`src/rtl/dev_bridge_pkg.sv`:
```
// Shared types and constants for the CPU-to-device bridge (dev_bridge_ctrl, int_latch).
package dev_bridge_pkg;

  typedef enum logic [2:0] {
    ST_IDLE,
    ST_WR,
    ST_RD,
    ST_RESP,
    ST_DONE
  } state_e;

  typedef enum logic [1:0] {
    KIND_NONE,
    KIND_DEV,
    KIND_CTRL
  } kind_e;

  typedef struct packed {
    logic [31:0] addr;
    logic [31:0] wd;
  } dev_req_t;

  localparam int unsigned DEV_WINDOW = 16;
  localparam int unsigned DEV_SHIFT  = $clog2(DEV_WINDOW);
  localparam int unsigned SEL_W      = 2;
  // Bridge register block spans IMASK, IPEND, FAULT_ADDR (+0, +4, +8).
  localparam int unsigned CTRL_SPAN  = 12;

  localparam logic [1:0] REG_IMASK = 2'd0;
  localparam logic [1:0] REG_IPEND = 2'd1;
  localparam logic [1:0] REG_FAULT = 2'd2;

endpackage

```
`src/rtl/dev_bridge_int_latch.sv`:
```
// Interrupt edge detect, IPEND (W1C, set wins) / IMASK registers and masked HWInt output.
module int_latch
  import dev_bridge_pkg::*;
#(
  parameter int unsigned NUM_DEV = 2
) (
  input  logic               clk,
  input  logic               rst_n,
  input  logic [NUM_DEV-1:0] intrp,
  input  logic               wr_en,
  input  logic [1:0]         wr_sel,
  input  logic [NUM_DEV-1:0] wd,
  output logic [NUM_DEV-1:0] imask,
  output logic [NUM_DEV-1:0] ipend,
  output logic [5:0]         hwint
);

  logic [NUM_DEV-1:0] intrp_q;
  logic [NUM_DEV-1:0] rise_c;
  logic [NUM_DEV-1:0] clr_c;

  // The single sync flop doubles as the previous sample for edge detection.
  assign rise_c = intrp & ~intrp_q;
  assign clr_c  = (wr_en && (wr_sel == REG_IPEND)) ? wd : '0;

  always_ff @(posedge clk or negedge rst_n) begin
    if (!rst_n) begin
      intrp_q <= '0;
      imask   <= '0;
      ipend   <= '0;
      hwint   <= '0;
    end else begin
      intrp_q <= intrp;
      ipend   <= (ipend & ~clr_c) | rise_c;
      if (wr_en && (wr_sel == REG_IMASK)) imask <= wd;
      hwint   <= 6'(ipend & imask);
    end
  end

endmodule

```
`src/rtl/dev_bridge_ctrl.sv`:
```
// Sequences CPU accesses onto the shared device bus and hosts the interrupt register block.
// Optional DEV_BRIDGE_ERR_EN adds the PrErr output and the FAULT_ADDR register.
module dev_bridge_ctrl
  import dev_bridge_pkg::*;
#(
  parameter int unsigned NUM_DEV   = 2,
  parameter logic [31:0] BASE_ADDR = 32'h0000_7F00,
  parameter logic [31:0] CTRL_ADDR = 32'h0000_7F40
) (
  input  logic                 clk,
  input  logic                 reset,
  input  logic                 PrReq,
  input  logic                 PrWE,
  input  logic [31:0]          PrAddr,
  input  logic [31:0]          PrWD,
  output logic [31:0]          PrRD,
  output logic                 PrReady,
`ifdef DEV_BRIDGE_ERR_EN
  output logic                 PrErr,
`endif
  output logic [31:0]          DEV_Addr,
  output logic [31:0]          DEV_WD,
  output logic [NUM_DEV-1:0]   DEV_WE,
  input  logic [32*NUM_DEV-1:0] DEV_RD,
  input  logic [NUM_DEV-1:0]   intrp,
  output logic [5:0]           HWInt
);

  state_e             state_q, state_d;
  kind_e              kind_q, kind_d, kind_c;
  logic [SEL_W-1:0]   sel_q, sel_d, sel_c;
  dev_req_t           req_q, req_d;
  logic [NUM_DEV-1:0] we_d;
  logic               ready_d;
  logic [31:0]        rd_d;
  logic [31:0]        dev_off, ctrl_off;
  logic [31:0]        dev_rd_c, ctrl_rd_c;
  logic [NUM_DEV-1:0] imask, ipend;
  logic               reg_wr;
`ifdef DEV_BRIDGE_ERR_EN
  logic [31:0]        fault_q;
  logic               err_d;
`endif

  assign DEV_Addr = req_q.addr;
  assign DEV_WD   = req_q.wd;

  // Address decode of the live request; only consumed in IDLE.
  assign dev_off  = PrAddr - BASE_ADDR;
  assign ctrl_off = PrAddr - CTRL_ADDR;

  always_comb begin
    kind_c = KIND_NONE;
    sel_c  = '0;
    if (dev_off < 32'(DEV_WINDOW * NUM_DEV)) begin
      kind_c = KIND_DEV;
      sel_c  = SEL_W'(dev_off >> DEV_SHIFT);
    end else if (ctrl_off < 32'(CTRL_SPAN)) begin
      kind_c = KIND_CTRL;
    end
  end

  always_comb begin
    dev_rd_c = '0;
    for (int unsigned i = 0; i < NUM_DEV; i++) begin
      if (sel_q == SEL_W'(i)) dev_rd_c = DEV_RD[32*i +: 32];
    end
  end

  always_comb begin
    ctrl_rd_c = '0;
    case (req_q.addr[3:2])
      REG_IMASK: ctrl_rd_c = 32'(imask);
      REG_IPEND: ctrl_rd_c = 32'(ipend);
`ifdef DEV_BRIDGE_ERR_EN
      REG_FAULT: ctrl_rd_c = fault_q;
`endif
      default:   ctrl_rd_c = '0;
    endcase
  end

  // Next-state and next-output logic; all bus outputs are registered from these.
  always_comb begin
    state_d = state_q;
    kind_d  = kind_q;
    sel_d   = sel_q;
    req_d   = req_q;
    we_d    = '0;
    ready_d = 1'b0;
    rd_d    = PrRD;
    case (state_q)
      ST_IDLE: begin
        if (PrReq) begin
          req_d.addr = PrAddr;
          req_d.wd   = PrWD;
          kind_d     = kind_c;
          sel_d      = sel_c;
          if (PrWE) begin
            state_d = ST_WR;
            ready_d = 1'b1;
            for (int unsigned i = 0; i < NUM_DEV; i++) begin
              we_d[i] = (kind_c == KIND_DEV) && (sel_c == SEL_W'(i));
            end
          end else begin
            state_d = ST_RD;
          end
        end
      end
      ST_WR:   state_d = ST_DONE;
      ST_RD: begin
        state_d = ST_RESP;
        ready_d = 1'b1;
        case (kind_q)
          KIND_DEV:  rd_d = dev_rd_c;
          KIND_CTRL: rd_d = ctrl_rd_c;
          default:   rd_d = '0;
        endcase
      end
      ST_RESP: state_d = ST_DONE;
      ST_DONE: state_d = ST_IDLE;
      default: state_d = ST_IDLE;
    endcase
  end

  always_ff @(posedge clk or negedge reset) begin
    if (!reset) begin
      state_q <= ST_IDLE;
      kind_q  <= KIND_NONE;
      sel_q   <= '0;
      req_q   <= '0;
      DEV_WE  <= '0;
      PrReady <= 1'b0;
      PrRD    <= '0;
    end else begin
      state_q <= state_d;
      kind_q  <= kind_d;
      sel_q   <= sel_d;
      req_q   <= req_d;
      DEV_WE  <= we_d;
      PrReady <= ready_d;
      PrRD    <= rd_d;
    end
  end

`ifdef DEV_BRIDGE_ERR_EN
  assign err_d = ready_d && (((state_q == ST_IDLE) ? kind_c : kind_q) == KIND_NONE);

  always_ff @(posedge clk or negedge reset) begin
    if (!reset) begin
      PrErr   <= 1'b0;
      fault_q <= '0;
    end else begin
      PrErr <= err_d;
      if (((state_q == ST_WR) || (state_q == ST_RD)) && (kind_q == KIND_NONE))
        fault_q <= req_q.addr;
    end
  end
`endif

  assign reg_wr = (state_q == ST_WR) && (kind_q == KIND_CTRL);

  int_latch #(
    .NUM_DEV (NUM_DEV)
  ) u_int_latch (
    .clk    (clk),
    .rst_n  (reset),
    .intrp  (intrp),
    .wr_en  (reg_wr),
    .wr_sel (req_q.addr[3:2]),
    .wd     (req_q.wd[NUM_DEV-1:0]),
    .imask  (imask),
    .ipend  (ipend),
    .hwint  (HWInt)
  );

endmodule

```
`config.mk`:
```
export PLATFORM = sky130hd
export DESIGN_NAME = dev_bridge_ctrl
export DESIGN_NICKNAME = d
export VERILOG_FILES = /design/src/rtl/dev_bridge_pkg.sv /design/src/rtl/dev_bridge_int_latch.sv /design/src/rtl/dev_bridge_ctrl.sv
export SDC_FILE = /design/constraint.sdc
export NUM_CORES = 1
export LEC_CHECK = 0
export BUFFER_PORTS_ARGS = -buffer_cell sky130_fd_sc_hd__buf_2
export CAP_MARGIN = 40
export CORE_ASPECT_RATIO = 0.9
export CORE_MARGIN = 5
export CORE_UTILIZATION = 49
export CTS_CLUSTER_SIZE = 24
export DETAILED_ROUTE_END_ITERATION = 10
export PLACE_DENSITY_LB_ADDON = 0.25
export SYNTH_ARGS = -nofsm -noshare
export SYNTH_HDL_FRONTEND = slang
export SYNTH_SLANG_ARGS = --single-unit
```
`constraint.sdc`:
```
create_clock -name clk -period 2.62 [get_ports clk]
set_clock_uncertainty 0.1 [all_clocks]
set_input_delay 0.524 -clock clk [delete_from_list [all_inputs] [get_ports clk]]
set_output_delay 0.524 -clock clk [all_outputs]
set_load 0.03 [all_outputs]
```
* After elaboration in Yosys (flattened, before gate mapping) *
Cells that the tools add are included.

storage, ports and cells
  bits in registers = 118
  input port bits = 134
  output and inout port bits = 105

operators by class
  equal/unequal tests = 10
  bitwise gates (word level) = 6
  reduce and logical (&&, ||, !) cells = 11
  $add $sub $neg = 2
  $lt $le $gt $ge = 2
  mux-type cells = 17

operators with widths
  cell                                                                            number
  32-bit two-way mux                                                              2
  32-bit case mux with 2 select lines                                             1
  32-bit by 15-bit subtractor with 32-bit output (second input constant)          2
  32-bit by 4-bit less-than comparator with 1-bit output (second input constant)  1
  32-bit by 6-bit less-than comparator with 1-bit output (second input constant)  1
  2-bit two-way mux                                                               8
  2-bit by 1-bit == test with 1-bit output (second input constant)                5
  3-bit case mux with 3 select lines                                              1
  2-bit bitwise AND                                                               3
  3-bit by 2-bit == test with 1-bit output (second input constant)                2
  2-bit zero test                                                                 3
  1-bit logical AND                                                               5
  2-bit NOT                                                                       2
  2-bit case mux with 2 select lines                                              1
  3-bit by 1-bit == test with 1-bit output (second input constant)                1
  3-bit zero test                                                                 1
  3-bit two-way mux                                                               1
  2-bit == test (second input constant)                                           1
  1-bit two-way mux                                                               2
  2-bit inequality test (second input constant)                                   1
  2-bit bitwise OR                                                                1
  1-bit case mux with 2 select lines                                              1
  2-bit AND reduction                                                             1
  2-bit OR reduction                                                              1

* Depth between registers and ports, before layout *
  depth in word-level cells = 9
  depth in mapped cells = 6

* By module *
Synthesis repeated with hierarchy kept, for this count alone.

second synthesis, totals
  cells, all modules = 547
  area, all modules = 5114.9 sq um

modules (own cells, without submodules)
  module           area each (sq um)  cells an instance  instances
  dev_bridge_ctrl  4790.8             523                1
  int_latch        324.1              24                 1

* Worst setup path before layout *
Ideal clock, no wire load.

  path kind = input -> register
  from = in PrAddr[23]
  to = reg kind_q[1]
  path slack = 0.093 ns
  cell stages on the path = 5
  arrival = 2.359 ns
  library setup time = 0.068 ns
  path buffers = 0
  data required time = 2.452 ns
  path through = or4_4 or4_4 o31a_1 a2111oi_1 a32o_1

between the ends
  cells in the longest elaborated chain, start to end = 4

RTL lines
  element                                                 RTL line                RTL
  from (decl)                                             dev_bridge_ctrl.sv:14   input logic [31:0] PrAddr,
  32-bit by 15-bit subtractor with 32-bit output          dev_bridge_ctrl.sv:50   assign ctrl_off = PrAddr - CTRL_ADDR;
  32-bit by 4-bit less-than comparator with 1-bit output  dev_bridge_ctrl.sv:58   end else if (ctrl_off < 32'(CTRL_SPAN)) begin
  2-bit two-way mux                                       dev_bridge_ctrl.sv:58
  2-bit two-way mux *                                     dev_bridge_ctrl.sv:55   if (dev_off < 32'(DEV_WINDOW * NUM_DEV)) begin
  to (signal assigned)                                    dev_bridge_ctrl.sv:136  kind_q <= kind_d;
  to (decl)                                               dev_bridge_ctrl.sv:30   kind_e kind_q, kind_d, kind_c;

Mark *: on every way between the ends. The rest lies on a longest branch, timed or not.
A chain may end at the register's enable or synchronous reset.

* Worst setup path in the final report *
  from = in PrAddr[27]
  to = reg DEV_WE[0]

between the ends
  cells in the longest elaborated chain, start to end = 9

RTL lines
  element                                                 RTL line                RTL
  32-bit by 15-bit subtractor with 32-bit output          dev_bridge_ctrl.sv:50
  32-bit by 4-bit less-than comparator with 1-bit output  dev_bridge_ctrl.sv:58
  2-bit two-way mux                                       dev_bridge_ctrl.sv:58
  2-bit two-way mux                                       dev_bridge_ctrl.sv:55
  2-bit by 1-bit == test with 1-bit output                dev_bridge_ctrl.sv:102  we_d[i] = (kind_c == KIND_DEV) && (sel_c == SEL_W'(i));
  1-bit logical AND *                                     dev_bridge_ctrl.sv:102
  2-bit two-way mux *                                     dev_bridge_ctrl.sv:98   if (PrWE) begin
  2-bit two-way mux *                                     dev_bridge_ctrl.sv:93   if (PrReq) begin
  2-bit two-way mux *                                     dev_bridge_ctrl.sv:91   case (state_q)
  net we_d[0]                                             dev_bridge_ctrl.sv:33   logic [NUM_DEV-1:0] we_d;
  to (signal assigned)                                    dev_bridge_ctrl.sv:139  DEV_WE <= we_d;
  to (decl)                                               dev_bridge_ctrl.sv:23   output logic [NUM_DEV-1:0] DEV_WE,

The timed path passes the listed nets; every way through them passes the cells marked *.

==> reports/metrics.cfg <==
[floorplan]
die_x_um=114.3
die_area_sq_um=11860
num_io_pins=239
core_sq_um=9614
start_util=0.4986
rows=34
die_h_um=103.8

[worst_setup_path]
cp.arrival_ns=2.55
endpoint=DEV_WE[0]
r2r-end=PrRD[6]
path_cells=buf_2, or4_2, or2_2, nand3b_1, or4_4, nor4_1
crit_path_start_kind=primary input
reg2reg_depth=3
cp_slowest_cell=or4_2
cp.required_ns=2.89
crit_cells=6
cpPeakStageDelay_ns=0.68
critical_path.top_delay_family=simple AND/OR/NAND/NOR gates
worst-path-max-fanout=4
r2r_start=kind_q[1]
ff2ff_setup_slack_ns=0.56
critical_path_class=in2reg
cp-end-kind=flop
crit_path_start=PrAddr[27]
crit_buf_inv=1

[logic_synthesis]
synth_area_sq_um=4793
synth-compound-area-share=0.06578
syn_inst=504
ys_ff_latch=114
ys_types=37
yosys.area_share.adder=0.005221
yosysWarnings=0
synth-xor-area-share=0
ys.flop_type=dfrtp_1
synth_top_area_frac=0.5951
synth_top_family_by_area=simple AND/OR/NAND/NOR gates
async_reset_ff_frac=1.000
ys_seq_area_frac=0.5951
synth_mux_area_frac=0.07570
synth_area_leader_cell=dfrtp_1
synth_area_leaders=dfrtp_1 (60%), nand2_1 (17%), mux2i_1 (7.1%), o21ai_0 (3.8%), clkbuf_1 (2.0%)
synth-edff-count=0
avgSynthCellArea_sq_um=9.511
synthSimpleGateAreaFrac=0.2237

[clocking]
clk_latency_ns=0.48
cts_tree=done
clk_pin_slew_ns=0.06
htree_levels=4
clock-sinks=114
clk_path_buf_depth=2
ctsResizeCount=0
postCtsSetupRepairBufs=0
cts_buffers=17
cts_root_buf=clkbuf_8

[timing]
final_max_slew_viol_count=0
finalSetupViolCount=0
fmax_mhz=439.0
rsz0062_at_grt=false
hold_viol=0
setup_slack_ns=0.3419
period_minus_slack_ns=2.278
period_share=0.8695
tightest_slew_ns=0.8775
slew_headroom=0.4150

[finish]
seq_area_sq_um=2854
nFillCells=811
multi_input_area_sq_um=1797
drive_gt1_frac=0.3796
postLayoutCoreUtil=0.6985
antennaDiodeCount=0
layout.nets=879
syn2layout_area_growth_pct=40.09
fin_cells=882
final_area_sq_um=6715

[route]
totalWireLength_um=13090
wl_per_cell_um=14.84
drtPass1Iterations=4
vias=4338
antenna_left=0
drc=0
vias_per_cell=4.918
drt-initial-drc-count=192

[hold_path]
hold_path_class=in2reg

[placed_design]
dp_hpwl_um=9704
port_buffers=234
place.gp.congestion=0.7737
dpl.cell_count=849
placed_area_sq_um=6118
place_ws_ns=-0.1307

[global_route]
grt_pass1_wl_um=21460
globalRouteTotalUtil=0.2230
grt_pass1_vias=4531
grt_overflow_total=0
antenna_found_initial=0
grt_max_degree=69

[outcome]
outcome=completed

[power_and_ir_drop]
leakage_nw=3.653
power_density_nw_per_um2=1094
vdd_drop_max_mv=0.6901

[flow_run]
cap_violations=0

## layer usage
layer | part of all wire | vias to the layer above | track usage
met2 | 0.50 | 162 | 0.3754
li1 | - | 2132 | -
met5 | 0 | - | 0
met4 | 0.013 | 0 | 0.06870
met3 | 0.092 | 14 | 0.07347
met1 | 0.39 | 2030 | 0.2707
## cells in the mapped netlist (2+ instances only)
cell / count
nor3_1: 7
nand3_1: 2
and2_1: 2
o21ai_0: 36
nand2b_1: 3
ha_1: 2
buf_4: 4
or4_4: 3
a21oi_1: 4
nand2_1: 220
nand4_1: 2
a2111oi_0: 2
inv_1: 9
o41ai_1: 2
clkbuf_1: 25
or3_1: 2
nand3b_1: 2
dfrtp_1: 114
nor4_1: 7
mux2_2: 2
nor2_1: 4
a22o_1: 2
mux2i_1: 34
## final cells by class
class,count,share of cell area
Inverter,9,0.005031
Clock buffer,20,0.06782
Timing Repair Buffer,247,0.1915
Tap cell,126,0.02348
Multi-Input combinational cell,354,0.2676
Sequential cell,114,0.4250
Clock inverter,12,0.01956
## per-stage QoR
step	hold slack (ns)	power [mW]	TNS (ns)
floorplan	0.1284	4.287	0
global placement	0.3150	5.101	-0.1042
detailed placement	0.3147	5.164	-0.3971
CTS	0.03379	7.429	0
global route	0.03690	7.768	0
finish	0.06321	7.345	0
## how the worst min path moves through the flow
stage                                  end      from  slack (ns)  depth (start not counted)
floorplan                      DEV_Addr[0]     reset        0.13                          0
global placement              DEV_Addr[16]     reset        0.31                          1
detailed placement            DEV_Addr[16]     reset        0.31                          1
CTS                 u_int_latch.intrp_q[0]  intrp[0]        0.03                          1
global route        u_int_latch.intrp_q[0]  intrp[0]        0.04                          1
finish              u_int_latch.intrp_q[0]  intrp[0]        0.06                          1
## cell families (layout without fill, tap and decap cells)
kind of cell,after synthesis,in the layout
compound gates,53,53
fa+ha+maj,2,2
mux,36,36
buf+inv,39,288
other cells,1,4
flops,114,114
simple gates,259,259
## registers in the layout, summed over array words and instances (netlist names), 3 cells and up
name and flops:
PrRD 32, state_q 3, DEV_WD 32, DEV_Addr 32
## cell usage in the layout (no fill, tap or decap), types with 3 or more instances in the layout
cell type / instances
buf_2: 233
nor2_1: 4
or4_4: 3
buf_4: 12
nor3_1: 7
inv_1: 9
o21ai_0: 36
nand2b_1: 3
dfrtp_1: 113
nand2_1: 220
a21oi_1: 4
clkinvlp_4: 7
clkbuf_16: 16
conb_1: 4
clkbuf_8: 4
nor4_1: 7
mux2i_1: 34
## timing repair
action                                  in CTS  in global routing
hold endpoints to repair                    17                  0
hold buffers                                 1                  0
endpoints found under the setup margin       0                  0
## where the power goes
part | switching, mW | internal [mW]
clock network | 0.796 | 1.43
registers | 0.294 | 2.27
logic | 1.86 | 0.699
Note: power is estimated with default switching activity, not from simulation.
